File: src/rtl/game_pkg.sv
// Shared definitions for the guess-entry and game controller: key codes,
// the empty-slot code and the entry state machine encoding.
package game_pkg;

    localparam int          NUM_DIGITS = 3;
    localparam logic [3:0]  KEY_BKSP   = 4'hA;
    localparam logic [3:0]  KEY_CLR    = 4'hB;
    localparam logic [3:0]  KEY_ENT    = 4'hC;
    localparam logic [3:0]  BLANK      = 4'hF;

    typedef enum logic [1:0] {
        EMPTY   = 2'd0,
        PARTIAL = 2'd1,
        FULL    = 2'd2,
        COMMIT  = 2'd3
    } entry_state_t;

    // Resting state implied by a digit count (COMMIT is never a resting state).
    function automatic entry_state_t state_for_count(input logic [1:0] count);
        entry_state_t st;
        if (count == 2'd0) begin
            st = EMPTY;
        end else if (count == 2'd3) begin
            st = FULL;
        end else begin
            st = PARTIAL;
        end
        return st;
    endfunction

endpackage

File: src/rtl/num_entry_keyclass.sv
// Combinational key decoder: splits a key code into its command class and
// flags a digit that already sits in one of the filled slots.
module num_entry_keyclass
    import game_pkg::*;
(
    input  logic [3:0]                  key,
    input  logic [NUM_DIGITS-1:0][3:0]  slots,
    input  logic [1:0]                  count,
    output logic                        is_digit,
    output logic                        is_bksp,
    output logic                        is_clr,
    output logic                        is_ent,
    output logic                        dup_hit
);

    logic [NUM_DIGITS-1:0] hit_vec;

    assign is_digit = (key <= 4'd9);
    assign is_bksp  = (key == KEY_BKSP);
    assign is_clr   = (key == KEY_CLR);
    assign is_ent   = (key == KEY_ENT);

    // Only slots below the count are considered filled, so a BLANK code that
    // happens to be a digit value never produces a false duplicate.
    genvar gi;
    generate
        for (gi = 0; gi < NUM_DIGITS; gi++) begin : g_hit
            assign hit_vec[gi] = (count > 2'(gi)) && (slots[gi] == key);
        end
    endgenerate

    assign dup_hit = is_digit && (|hit_vec);

endmodule

File: src/rtl/num_entry.sv
// Three-digit guess entry: collects keypad digits with backspace/clear/enter
// and hands the completed guess downstream with a one-cycle ready strobe.
module num_entry
    import game_pkg::*;
#(
    parameter bit          UNIQUE = 1'b1,
    parameter logic [3:0]  BLANK  = game_pkg::BLANK
) (
    input  logic        clk,
    input  logic        reset,
    input  logic [3:0]  iKey,
    input  logic        iKeyVld,
    input  logic        iBusy,
    output logic [3:0]  oNum1,
    output logic [3:0]  oNum2,
    output logic [3:0]  oNum3,
    output logic        oNumRdy,
    output logic [1:0]  oCount,
    output logic        oErr
);

    entry_state_t                 state_reg,  state_next;
    logic [NUM_DIGITS-1:0][3:0]   slots_reg,  slots_next;
    logic [1:0]                   count_reg,  count_next;
    logic                         err_reg,    err_next;
    logic                         rdy_reg,    rdy_next;

    logic is_digit, is_bksp, is_clr, is_ent, dup_hit;
    logic accept;

    num_entry_keyclass u_keyclass (
        .key      (iKey),
        .slots    (slots_reg),
        .count    (count_reg),
        .is_digit (is_digit),
        .is_bksp  (is_bksp),
        .is_clr   (is_clr),
        .is_ent   (is_ent),
        .dup_hit  (dup_hit)
    );

    assign accept = iKeyVld && !iBusy;

    always_ff @(posedge clk) begin
        if (reset) begin
            state_reg <= EMPTY;
            slots_reg <= {NUM_DIGITS{BLANK}};
            count_reg <= 2'd0;
            err_reg   <= 1'b0;
            rdy_reg   <= 1'b0;
        end else begin
            state_reg <= state_next;
            slots_reg <= slots_next;
            count_reg <= count_next;
            err_reg   <= err_next;
            rdy_reg   <= rdy_next;
        end
    end

    always_comb begin
        state_next = state_reg;
        slots_next = slots_reg;
        count_next = count_reg;
        err_next   = 1'b0;
        rdy_next   = 1'b0;

        case (state_reg)
            // Digits stay on the outputs for the ready cycle; any key
            // arriving now is dropped without an error.
            COMMIT: begin
                state_next = EMPTY;
                slots_next = {NUM_DIGITS{BLANK}};
                count_next = 2'd0;
            end

            default: begin
                if (accept) begin
                    if (is_digit) begin
                        if ((count_reg == 2'd3) || (UNIQUE && dup_hit)) begin
                            err_next = 1'b1;
                        end else begin
                            for (int i = 0; i < NUM_DIGITS; i++) begin
                                if (i == int'(count_reg)) begin
                                    slots_next[i] = iKey;
                                end
                            end
                            count_next = count_reg + 2'd1;
                            state_next = state_for_count(count_reg + 2'd1);
                        end
                    end else if (is_bksp) begin
                        if (count_reg == 2'd0) begin
                            err_next = 1'b1;
                        end else begin
                            for (int i = 0; i < NUM_DIGITS; i++) begin
                                if (i == int'(count_reg) - 1) begin
                                    slots_next[i] = BLANK;
                                end
                            end
                            count_next = count_reg - 2'd1;
                            state_next = state_for_count(count_reg - 2'd1);
                        end
                    end else if (is_clr) begin
                        slots_next = {NUM_DIGITS{BLANK}};
                        count_next = 2'd0;
                        state_next = EMPTY;
                    end else if (is_ent) begin
                        if (state_reg == FULL) begin
                            state_next = COMMIT;
                            rdy_next   = 1'b1;
                        end else begin
                            err_next = 1'b1;
                        end
                    end
                    // Codes D..F fall through untouched.
                end
            end
        endcase
    end

    assign oNum1   = slots_reg[0];
    assign oNum2   = slots_reg[1];
    assign oNum3   = slots_reg[2];
    assign oCount  = count_reg;
    assign oErr    = err_reg;
    assign oNumRdy = rdy_reg;

endmodule

File: config.mk
export PLATFORM = sky130hd
export DESIGN_NAME = num_entry
export DESIGN_NICKNAME = d
export VERILOG_FILES = /design/src/rtl/game_pkg.sv /design/src/rtl/num_entry_keyclass.sv /design/src/rtl/num_entry.sv
export SDC_FILE = /design/constraint.sdc
export NUM_CORES = 1
export LEC_CHECK = 0
export BUFFER_PORTS_ARGS = -buffer_cell sky130_fd_sc_hd__buf_2
export CAP_MARGIN = 10
export CORE_UTILIZATION = 54
export CTS_BUF_LIST = sky130_fd_sc_hd__clkbuf_16
export DETAILED_ROUTE_END_ITERATION = 12
export GPL_TIMING_DRIVEN = 1
export HOLD_SLACK_MARGIN = 0.15
export PLACE_DENSITY_LB_ADDON = 0.25
export SLEW_MARGIN = 10
export SYNTH_ARGS = -nofsm -noshare
export SYNTH_HDL_FRONTEND = slang
export SYNTH_SLANG_ARGS = --single-unit
File: constraint.sdc
create_clock -name clk -period 2.25 [get_ports clk]
set_input_delay 0.45 -clock clk [delete_from_list [all_inputs] [get_ports clk]]
set_output_delay 0.45 -clock clk [all_outputs]
set_load 0.01 [all_outputs]
==> summary.md <==
| Metric | Value |
|---|---|
| Site row count | 16 |
| Largest net degree at the start of global routing | 19 |
| Total Routing Usage GR | between 20% and 30% |
| Starting Density | between 50% and 60% |
| Hold path endpoint | oNumRdy$_SDFF_PP0_ |
| Hold-critical path depth | 3 |
| Critical path fanouts, max | 7 |
| Top cell by count, worst path | inv_1 |
| Worst setup SP type | flop |
| Final setup fails | 0 |
| Gp weighted congestion | 0.951 |
| Synth Area in Compound Gates | roughly 14% |
| Adder-cell share of the synthesized area | about 5.3% |
| Crit end category | flop |
| Chain of cells forming the critical path | inv_1, ha_1, inv_1, nand3_1, a31oi_1, nor3_1, o32ai_2 |
| Clock share of power | between 40% and 50% |
| DP Cell Count | roughly 180 |
| Top delay family on crit path | compound AO/OA/AOI/OAI gates |
| Worst slew pin tran | 0.628 ns |
| Register bit total from synthesis | 18 |
| Post-synthesis sequential area ratio | between 30% and 40% |
| Initial antenna violation count | 0 |
| Root Driver | clkbuf_16 |
| Cells after Synth | around 140 |
| Layout cells sized above 1 | between 20% and 30% |
| Mapped Nets | between 100 and 150 |
| CTS tree | built |
| Fillcell total | 163 |
| Number of global-route vias before repair | roughly 1100 |
| Mean area per synthesized cell | a little under 9 um^2 |
| RSZ-0062 raised after global routing | false |
| Peak VDD IR | roughly 0.45 mV |
| Post-CTS setup buffers | 0 |
| Slew HR | 58.2% |
| # DRC | 0 |
| Reg-to-reg startpoint | oCount[0]$_SDFFE_PP0P_ |
| Final Hold Fails | 0 |
| DRT iter0 DRCs | 50 |
| Power Density | approximately 600 mW/mm^2 |
| DR WL/cell | approximately 15 um |
| Synth-to-Final Area Change | 16.0% |
| Pint | between 0.6 and 0.7 mW |
| Worst hold path class | in -> reg |
| TritonCTS Buffers | 3 |
| Mapped Area | roughly 0.0012 mm^2 |
| Sw Pwr | between 0.2 and 0.25 mW |
| H-tree levels | 1 |
| R2R depth | 7 |
| Multiplexer share of the synthesized area | 12.7% |
| Antenna viol nets, final | 0 |
| Worst EP required | 2.41 ns |
| Synth unique cells | 35 |
| Crit-path slowest cell | dfxtp_1 |
| Final net count | around 170 |
| Sequential share of power | 41.4% |
| Post-Synth Simple-Gate Area | a little over a fifth |
| Ports | 24 |
| Most common cell after layout, fill and taps aside | buf_2 |
| Non-Filler Instances | roughly 180 |
| Die height | between 40 and 50 um |
| Multi-input logic area | 754 um^2 |
| Max-cap violations | 0 |
| Via count | 1080 |
| Pre-antenna DRT Iters | 4 |
| Most frequent cells in the layout | buf_2, dfxtp_1, nor2_1 |
| Setup_tns | 0 ns |
| DP Wirelength | 2070 um |
| Logic pwr share | roughly 16% |
| Internal reg-to-reg setup slack | 0.19 ns |
| Post-synthesis xor/xnor area fraction | 10.2% |
| Final min period | 2.06 ns |
| Maximum root-to-sink buffer count | 2 |
| Reg area | 360 um^2 |
| Largest family of logic cells by synthesized area | simple AND/OR/NAND/NOR gates |
| Number of port buffers | 23 |
| Arr. time, crit path | roughly 2.2 ns |
| Die area | approximately 0.0024 mm^2 |
| Antenna Cells | 0 |
| Max Slew Vio Count | 0 |
| Status | completed |
| First-pass GRT wire length | between 4000 and 5000 um |
| Resized Gates After CTS | 0 |
| Skew-Pair Late Insertion Delay | about 0.25 ns |
| WL final | around 2800 um |
| Period utilization | approximately nine tenths |
| Syn. warnings | 0 |
| Achievable Freq | between 400 and 500 MHz |
| Die width | ~50 um |
| Clock-pin transition on the worst setup and hold timing paths | around 0.050 ns |
| Hold Startpoint | reset |
| Vias per inst | 5.87 |
| Worst clock skew | around 0.0037 ns |
| Clock tree sinks | 18 |
| Leakage power total | around 0.60 nW |
| CTS Hold Bufs | 0 |
| Gr ovfl total | 0 |
| Reg2Reg Capture Point | oCount[0]$_SDFFE_PP0P_ |
| Buf+Inv Stages, Crit Path | 2 |
| Core area | slightly above 0.002 mm^2 |
| Sw frac | roughly a quarter |
| Crit path largest cell delay | 0.44 ns |
| Kind of critical path | reg -> reg |
==> worst max path at each step <==
stage | startpoint | end | cells after the start
5_1_grt | oCount[0]$_SDFFE_PP0P_ | oCount[0]$_SDFFE_PP0P_ | 7
6_report | oCount[0]$_SDFFE_PP0P_ | oCount[0]$_SDFFE_PP0P_ | 7
3_5_place_dp | iKey[3] | oCount[0]$_SDFFE_PP0P_ | 7
3_3_place_gp | iKey[3] | oCount[0]$_SDFFE_PP0P_ | 7
2_1_floorplan | oCount[1]$_SDFFE_PP0P_ | oCount[0]$_SDFFE_PP0P_ | 6
4_1_cts | oCount[0]$_SDFFE_PP0P_ | oNum3[0]$_SDFFE_PP1P_ | 7
==> worst register-to-register path, stage by stage, from the launching register on <==
cell and delay [ns]:
dfxtp_1 0.44, inv_1 0.15, ha_1 0.25, inv_1 0.18
nand3_1 0.20, a31oi_1 0.37, nor3_1 0.16, o32ai_2 0.22
==> cell families after synthesis <==
family                   count (synthesis)
AO/OA/AOI/OAI                           22
adder cells (fa/ha/maj)                  5
AND/OR/NAND/NOR                         51
flip-flops                              18
XOR/XNOR                                13
multiplexers                            15
buffers and inverters                   12
==> cell usage after synthesis (all sizes together) <==
cell type  number  area [um^2]
o32ai           1         16.3
a21oi           6         30.0
a41o            1         10.0
or2             1         6.26
buf             6         47.5
nor3b           3         22.5
a211oi          1         7.51
ha              5         62.6
a31oi           4         40.0
and4            1         8.76
o221ai          1         8.76
nand2          12         45.0
nand3           4         20.0
nor3            6         30.0
dfxtp          18          360
xnor2           6         52.6
or3             3         18.8
o21a            2         15.0
a21o            1         7.51
nor2           16         60.1
nand2b          3         18.8
inv             4         15.0
nor4            1         12.5
or4             1         11.3
mux2i          15          150
o211ai          1         7.51
xor2            7         68.8
a41oi           1         8.76
o21ai           3         15.0
clkbuf          2         8.75
==> area by class of cell <==
| type | instances | area share, % |
|---|---|---|
| Clock buffer | 3 | 5.45 |
| Timing Repair Buffer | 26 | 10.0 |
| Sequential cell | 18 | 26.2 |
| Multi-Input combinational cell | 106 | 54.8 |
| Inverter | 4 | 1.09 |
| Tap cell | 27 | 2.45 |
==> layer usage <==
metal	GRT usage (%)	up-vias	share of wire, %
met5	0	-	0
met4	9.31	0	2.7
met3	4.05	12	6.2
met2	42.8	57	48
met1	30.2	497	43
li1	-	514	-
==> stage by stage <==
step | util, % | power [mW] | hold WS [ns] | instance area (um^2) | setup WS, ns
floorplan | - | 0.446 | 0.461 | 1190 | 0.324
global placement | 64.4 | 0.476 | 0.480 | 1300 | 0.143
detailed placement | 64.4 | 0.479 | 0.509 | 1300 | 0.0681
CTS | 68.1 | 0.827 | 0.512 | 1380 | 0.246
global route | 68.1 | 0.852 | 0.538 | 1380 | 0.0636
finish | 68.1 | 0.823 | 0.519 | 1380 | 0.190
==> power groups by stage <==
stage / clock network (mW) / logic [mW] / registers [mW]
after detailed placement: 0 / 0.132 / 0.347
after floorplan: 0 / 0.0961 / 0.350
after global routing: 0.365 / 0.145 / 0.342
after CTS: 0.354 / 0.133 / 0.340
after global placement: 0 / 0.130 / 0.346
final: 0.348 / 0.134 / 0.341
No activity file was read; power rests on OpenSTA's default activity.
